$ cat config.mk
export PLATFORM = sky130hd
export DESIGN_NAME = byte_unstriping
export DESIGN_NICKNAME = d
export VERILOG_FILES = /design/src/rtl/byte_striping_pkg.sv /design/src/rtl/unstriping_lane_mux.sv /design/src/rtl/byte_unstriping.sv
export SDC_FILE = /design/constraint.sdc
export NUM_CORES = 1
export LEC_CHECK = 0
export ABC_AREA = 1
export CAP_MARGIN = 20
export CORE_UTILIZATION = 45
export DETAILED_ROUTE_END_ITERATION = 10
export PLACE_DENSITY = 0.81
export SKIP_LAST_GASP = 1
export SLEW_MARGIN = 5
export SYNTH_ARGS = -nofsm -noshare
export SYNTH_HDL_FRONTEND = slang
export SYNTH_SLANG_ARGS = --single-unit
$ cat constraint.sdc
create_clock -name clk1Mhz -period 1.9 [get_ports clk1Mhz]
set_input_delay 0.285 -clock clk1Mhz [delete_from_list [all_inputs] [get_ports clk1Mhz]]
set_output_delay 0.285 -clock clk1Mhz [all_outputs]
set_load 0.05 [all_outputs]
$ cat src/rtl/byte_striping_pkg.sv
// Shared definitions for the 4-lane byte striper and unstriper.
// Holds lane geometry, the counter width derived from it and the
// serializer state encoding.
package byte_striping_pkg;

  localparam int LANE_W  = 8;
  localparam int N_LANES = 4;
  localparam int CNT_W   = $clog2(N_LANES);

  typedef enum logic {
    IDLE = 1'b0,
    SER  = 1'b1
  } state_t;

endpackage

$ cat src/rtl/unstriping_lane_mux.sv
// N_LANES:1 selector over the held word.
// Ports:
//   lanes    - held lane bytes, index 0 = lane 0
//   lane_vld - held per-lane valids
//   sel      - lane to present
//   data     - selected lane byte
//   vld      - selected lane valid
module unstriping_lane_mux
  import byte_striping_pkg::*;
(
  input  logic [N_LANES-1:0][LANE_W-1:0] lanes,
  input  logic [N_LANES-1:0]             lane_vld,
  input  logic [CNT_W-1:0]               sel,
  output logic [LANE_W-1:0]              data,
  output logic                           vld
);

  assign data = lanes[sel];
  assign vld  = lane_vld[sel];

endmodule

$ cat src/rtl/byte_unstriping.sv
// Re-serializes one striped 4-lane word into a byte stream, lane 0 first,
// one byte per clock. A new word can be taken on the cycle the last lane
// of the previous word is emitted, so back-to-back words leave no gap.
//
// state | meaning
// IDLE  | no word in flight, ready for a word
// SER   | emitting lane cnt of the held word
//
// Ports:
//   clk1Mhz            - clock, all state on posedge
//   reset              - synchronous, active-high
//   stripedLane0..3    - incoming lane bytes
//   lane0VLD..lane3VLD - per-lane valids, sampled with the word
//   stripedVLD         - word strobe
//   inReady            - combinational: a strobed word is taken this edge
//   byteUnstripingOUT  - registered output byte
//   byteUnstripingVLD  - registered output byte valid
//   laneIdx            - registered lane index of the output byte
//   overflow           - sticky: a strobed word was dropped
module byte_unstriping
  import byte_striping_pkg::*;
(
  input  logic              clk1Mhz,
  input  logic              reset,
  input  logic [LANE_W-1:0] stripedLane0,
  input  logic [LANE_W-1:0] stripedLane1,
  input  logic [LANE_W-1:0] stripedLane2,
  input  logic [LANE_W-1:0] stripedLane3,
  input  logic              lane0VLD,
  input  logic              lane1VLD,
  input  logic              lane2VLD,
  input  logic              lane3VLD,
  input  logic              stripedVLD,
  output logic              inReady,
  output logic [LANE_W-1:0] byteUnstripingOUT,
  output logic              byteUnstripingVLD,
  output logic [CNT_W-1:0]  laneIdx,
  output logic              overflow
);

  localparam logic [CNT_W-1:0] LAST = CNT_W'(N_LANES - 1);

  state_t                         state_q;
  state_t                         state_d;
  logic [CNT_W-1:0]               cnt;
  logic [N_LANES-1:0][LANE_W-1:0] hold;
  logic [N_LANES-1:0]             hold_vld;
  logic [LANE_W-1:0]              mux_data;
  logic                           mux_vld;
  logic                           accept;

  unstriping_lane_mux u_mux (
    .lanes    (hold),
    .lane_vld (hold_vld),
    .sel      (cnt),
    .data     (mux_data),
    .vld      (mux_vld)
  );

  assign accept = stripedVLD & inReady;

  always_comb begin
    inReady = 1'b0;
    state_d = state_q;
    case (state_q)
      IDLE: begin
        inReady = 1'b1;
        if (accept) state_d = SER;
      end
      SER: begin
        // The edge that emits the last lane can take the next word.
        if (cnt == LAST) begin
          inReady = 1'b1;
          state_d = accept ? SER : IDLE;
        end
      end
      default: state_d = IDLE;
    endcase
  end

  always_ff @(posedge clk1Mhz) begin
    if (reset) begin
      state_q           <= IDLE;
      cnt               <= '0;
      hold              <= '0;
      hold_vld          <= '0;
      byteUnstripingOUT <= '0;
      byteUnstripingVLD <= 1'b0;
      laneIdx           <= '0;
      overflow          <= 1'b0;
    end else begin
      state_q <= state_d;
      if (accept) begin
        hold     <= {stripedLane3, stripedLane2, stripedLane1, stripedLane0};
        hold_vld <= {lane3VLD, lane2VLD, lane1VLD, lane0VLD};
      end
      if (stripedVLD && !inReady) overflow <= 1'b1;
      if (state_q == SER) begin
        // Reads the pre-edge hold, so lane 3 of the old word is emitted
        // even when a new word is captured on the same edge.
        byteUnstripingOUT <= mux_data;
        byteUnstripingVLD <= mux_vld;
        laneIdx           <= cnt;
        cnt               <= cnt + 1'b1;
      end else begin
        byteUnstripingVLD <= 1'b0;
        cnt               <= '0;
      end
    end
  end

endmodule

==> impl_summary.md <==
Run status
The flow ran to the end, and the final reports show no timing, DRC or antenna violations.

Clock network
The number of sinks driven by the clock tree is 51. Hold repair after CTS inserted 0 buffers. The clock tree synthesis step divided the H-tree into 2 levels.

The maximum count of clock buffers along a single path is 2. The CTS clock-pin slew for the worst setup and hold paths is 0.09 ns. TritonCTS built the clock tree. Buffers inserted during clock tree synthesis total 5. In this run the post-CTS setup repair buffer count came out at 0. The clock latency of the later-clocked register in the worst-skew pair is 0.30 ns. The total of cells resized after clock tree synthesis is 0. The buffer cell driving the clock tree root is sky130_fd_sc_hd__clkbuf_8.

Setup path
The worst register-to-register path has a setup slack of 0.50 ns. The critical path starts at byteUnstripingOUT[6]. On the critical path, the stage with the largest delay is an instance of sky130_fd_sc_hd__clkdlybuf4s50_1. The number of buffers and inverters on the critical path is 1. The worst setup path is launched from a register. The critical path in this run is classified as reg2out. The worst path required time is 1.62 ns. For this run, the slowest stage of the critical path takes 0.81 ns. The number of cells on the worst reg-to-reg path is 7. Traced cell by cell, the critical path runs through clkdlybuf4s50_1. The endpoint identified for the worst register-to-register timing path is hold[4]. The kind of cell with the highest combined delay on the critical path is buffers and inverters. The startpoint of the most critical register-to-register path is cnt[0]. In this run the number of cells on the critical path is 1. The endpoint kind of the worst setup timing path is an output port. The largest fanout on the critical path is 2. The timing endpoint of the critical path is byteUnstripingOUT[6].

At the worst endpoint, the arrival time is 1.46 ns.

Cells and area
The post-layout net count is 363. Fill cells in the final layout number 385. From synthesis to final layout, the design area changed by 29.8%. Once layout is complete, the utilization of the core stands at 60.9%. Cells with a size suffix above 1 make up 5.86% of the layout. The antenna cell count is 0.

Detailed routing
The final route contains 1886 vias. The iteration count of the initial detailed-routing pass is 4. The mean routed wirelength per cell is 11.8 µm. The number of nets still failing antenna checks after routing is 0. The via-per-instance ratio is 5.02. The number of DRC violations after detailed-routing iteration 0 is 142. Wires add up to 4440 µm. The number of remaining DRC errors is 0.

Global route
Entering global routing, the biggest net connects 37 pins. The first global-routing pass estimated 7450 µm of wire. Across every metal layer, demand over resource in global routing totals 19.2%.

The number of antenna violations at the first check in global routing is 0. The number of global-route vias before repair is 1703. Summed over all layers, the global routing overflow is 0.

Logic synthesis
In this run, synthesis inferred 0 flip-flops with an integrated enable. The sequential area share after synthesis is 50.0%. The fraction of registers with async set or reset after synthesis is 0%.

The mean area per synthesized cell is 7.38 µm². The netlist uses 18 different library cells. sky130_fd_sc_hd__nor2_1 is the most common cell in the netlist. After synthesis, the largest area contributor takes up 50.0% of total cell area. The synthesized instance count is 277. Counting flops and latches in the post-synthesis netlist gives 51. By count the netlist is led by sky130_fd_sc_hd__nor2_1 (77), sky130_fd_sc_hd__dfxtp_1 (51), sky130_fd_sc_hd__nand2_1 (45), sky130_fd_sc_hd__o21ai_0 (40), sky130_fd_sc_hd__nand3_1 (16).

When the netlist entered floorplanning its net count stood at 317. The cell area that synthesis handed to floorplanning was 2040 µm². In the post-synthesis netlist, the biggest area contributors are sky130_fd_sc_hd__dfxtp_1 (50%), sky130_fd_sc_hd__nor2_1 (14%), sky130_fd_sc_hd__o21ai_0 (9.8%), sky130_fd_sc_hd__nand2_1 (8.3%), sky130_fd_sc_hd__nand3_1 (3.9%). Of all cell types, the one taking the most synthesized area is sky130_fd_sc_hd__dfxtp_1. The most used flip-flop cell after synthesis is sky130_fd_sc_hd__dfxtp_1.

The total of warnings raised by yosys is 0.

Timing
On the final layout, the worst clock skew is 0.00514 ns. Setup slack on the critical path of the routed design comes to 0.155 ns. The transition time of the tightest slew-check pin is 0.492 ns. The time the worst path needs with I/O delays and setup is 1.74 ns. The worst pin sits at a relative slew slack of 67.1%.

The hold violation count in the final report was 0. Setup repair after global routing left no endpoint under its margin. The total negative slack for setup checks is 0 ns.

Final hold analysis gives a worst-case slack of 0.476 ns. The fraction of the cycle the final worst path needs is 91.8%. The count of endpoints failing setup in the final report is 0. The peak clock frequency supported by timing is 573 MHz.

The number of pins exceeding their max-slew limit in the final report was 0.

Floorplanning
In this run the horizontal extent of the chip is 69.4 µm. The placeable core region is 4350 µm². For this design the top-level I/O count stands at 52. The initial core utilization is 46.9%. Row generation in the floorplan step produced 24 rows.

The die outline height is 69.4 µm. The full die area is 4810 µm².

Placement
The pre-CTS setup slack is 0.327 ns. Routability-driven placement finished with a final weighted congestion of 0.829. Input and output buffers added on the ports amount to 51.

The HPWL after detailed placement is 3100 µm.

Hold path
The path class of the tightest hold or removal check is reg2reg.

Power and ir drop
Dividing total power by cell area gives a power density of 857 nW/µm². VDD sags by at most 0.000408 V. The reported leakage power is 1.06 nW.

Power comes to 2.27 mW.

Flow run
The tool flagged a number of max-cap violations equal to 0.
## how the worst min path moves through the flow
| stage | cells past startpoint | slack (ns) | endpoint | from |
|---|---|---|---|---|
| detailed placement | 1 | 0.46 | overflow | overflow |
| floorplan | 1 | 0.35 | state_q | reset |
| finish | 1 | 0.48 | overflow | overflow |
| global route | 1 | 0.50 | overflow | overflow |
| global placement | 1 | 0.45 | overflow | overflow |
| CTS | 1 | 0.48 | overflow | overflow |
## layer usage
layer | GRT usage, % | part of all wire (%) | wire length, µm | up-vias
li1 | - | - | - | 981
met4 | 7.71 | 1.8 | 78 | 0
met3 | 3.34 | 4.2 | 188 | 6
met5 | 0 | 0 | 0 | -
met1 | 24.8 | 47 | 2090 | 849
met2 | 31.9 | 47 | 2090 | 50
## kinds of logic (layout without fill, tap and decap cells)
| group | Yosys count | in the layout | share of synthesized area, % |
|---|---|---|---|
| AO/OA/AOI/OAI | 60 | 60 | 14.8 |
| AND/OR/NAND/NOR | 140 | 140 | 27.2 |
| adder cells (fa/ha/maj) | 1 | 1 | 0.612 |
| buffers and inverters | 25 | 72 | 7.41 |
| flip-flops | 51 | 51 | 50.0 |
## area by class of cell
type | instances | area, µm² | area share [%]
multi-input cells | 201 | 871 | 32.8
repair buffers | 57 | 566 | 21.3
well taps | 52 | 65.1 | 2.45
flip-flops and latches | 51 | 1020 | 38.5
clock buffers | 8 | 100 | 3.78
inverters | 7 | 28.8 | 1.09
## stage by stage
step / instance area, µm² / cells
6_report: 2650 / 376
3_5_place_dp: 2550 / 368
3_3_place_gp: 2550 / 368
4_1_cts: 2650 / 376
5_1_grt: 2650 / 376
2_1_floorplan: 2040 / 277
## sequential cells by signal, indices dropped and copies added, names as in the netlist
register,count
hold,32
byteUnstripingOUT,8
hold_vld,4
cnt,2
laneIdx,2
byteUnstripingVLD,1
overflow,1
state_q,1
## power breakdown
part | internal, mW | leakage [nW] | switching (mW)
clock | 0.333 | 0.0515 | 0.331
sequential | 1.15 | 0.422 | 0.0395
combinational | 0.183 | 0.591 | 0.235
## cell usage in the layout (no fill, tap or decap)
cell type / instances
sky130_fd_sc_hd__inv_4: 1
sky130_fd_sc_hd__inv_2: 2
sky130_fd_sc_hd__clkbuf_8: 7
sky130_fd_sc_hd__o21ai_1: 7
sky130_fd_sc_hd__o21ai_0: 40
sky130_fd_sc_hd__nand2_1: 45
sky130_fd_sc_hd__o21a_1: 1
sky130_fd_sc_hd__nand2_4: 1
sky130_fd_sc_hd__a21oi_1: 12
sky130_fd_sc_hd__buf_12: 1
sky130_fd_sc_hd__buf_4: 6
sky130_fd_sc_hd__nor2_1: 77
sky130_fd_sc_hd__inv_1: 4
sky130_fd_sc_hd__nand2_2: 1
sky130_fd_sc_hd__ha_1: 1
sky130_fd_sc_hd__clkbuf_1: 1
sky130_fd_sc_hd__dfxtp_1: 51
sky130_fd_sc_hd__clkdlybuf4s50_1: 50
sky130_fd_sc_hd__nand3_1: 16
(Power assumes the default switching activity.)
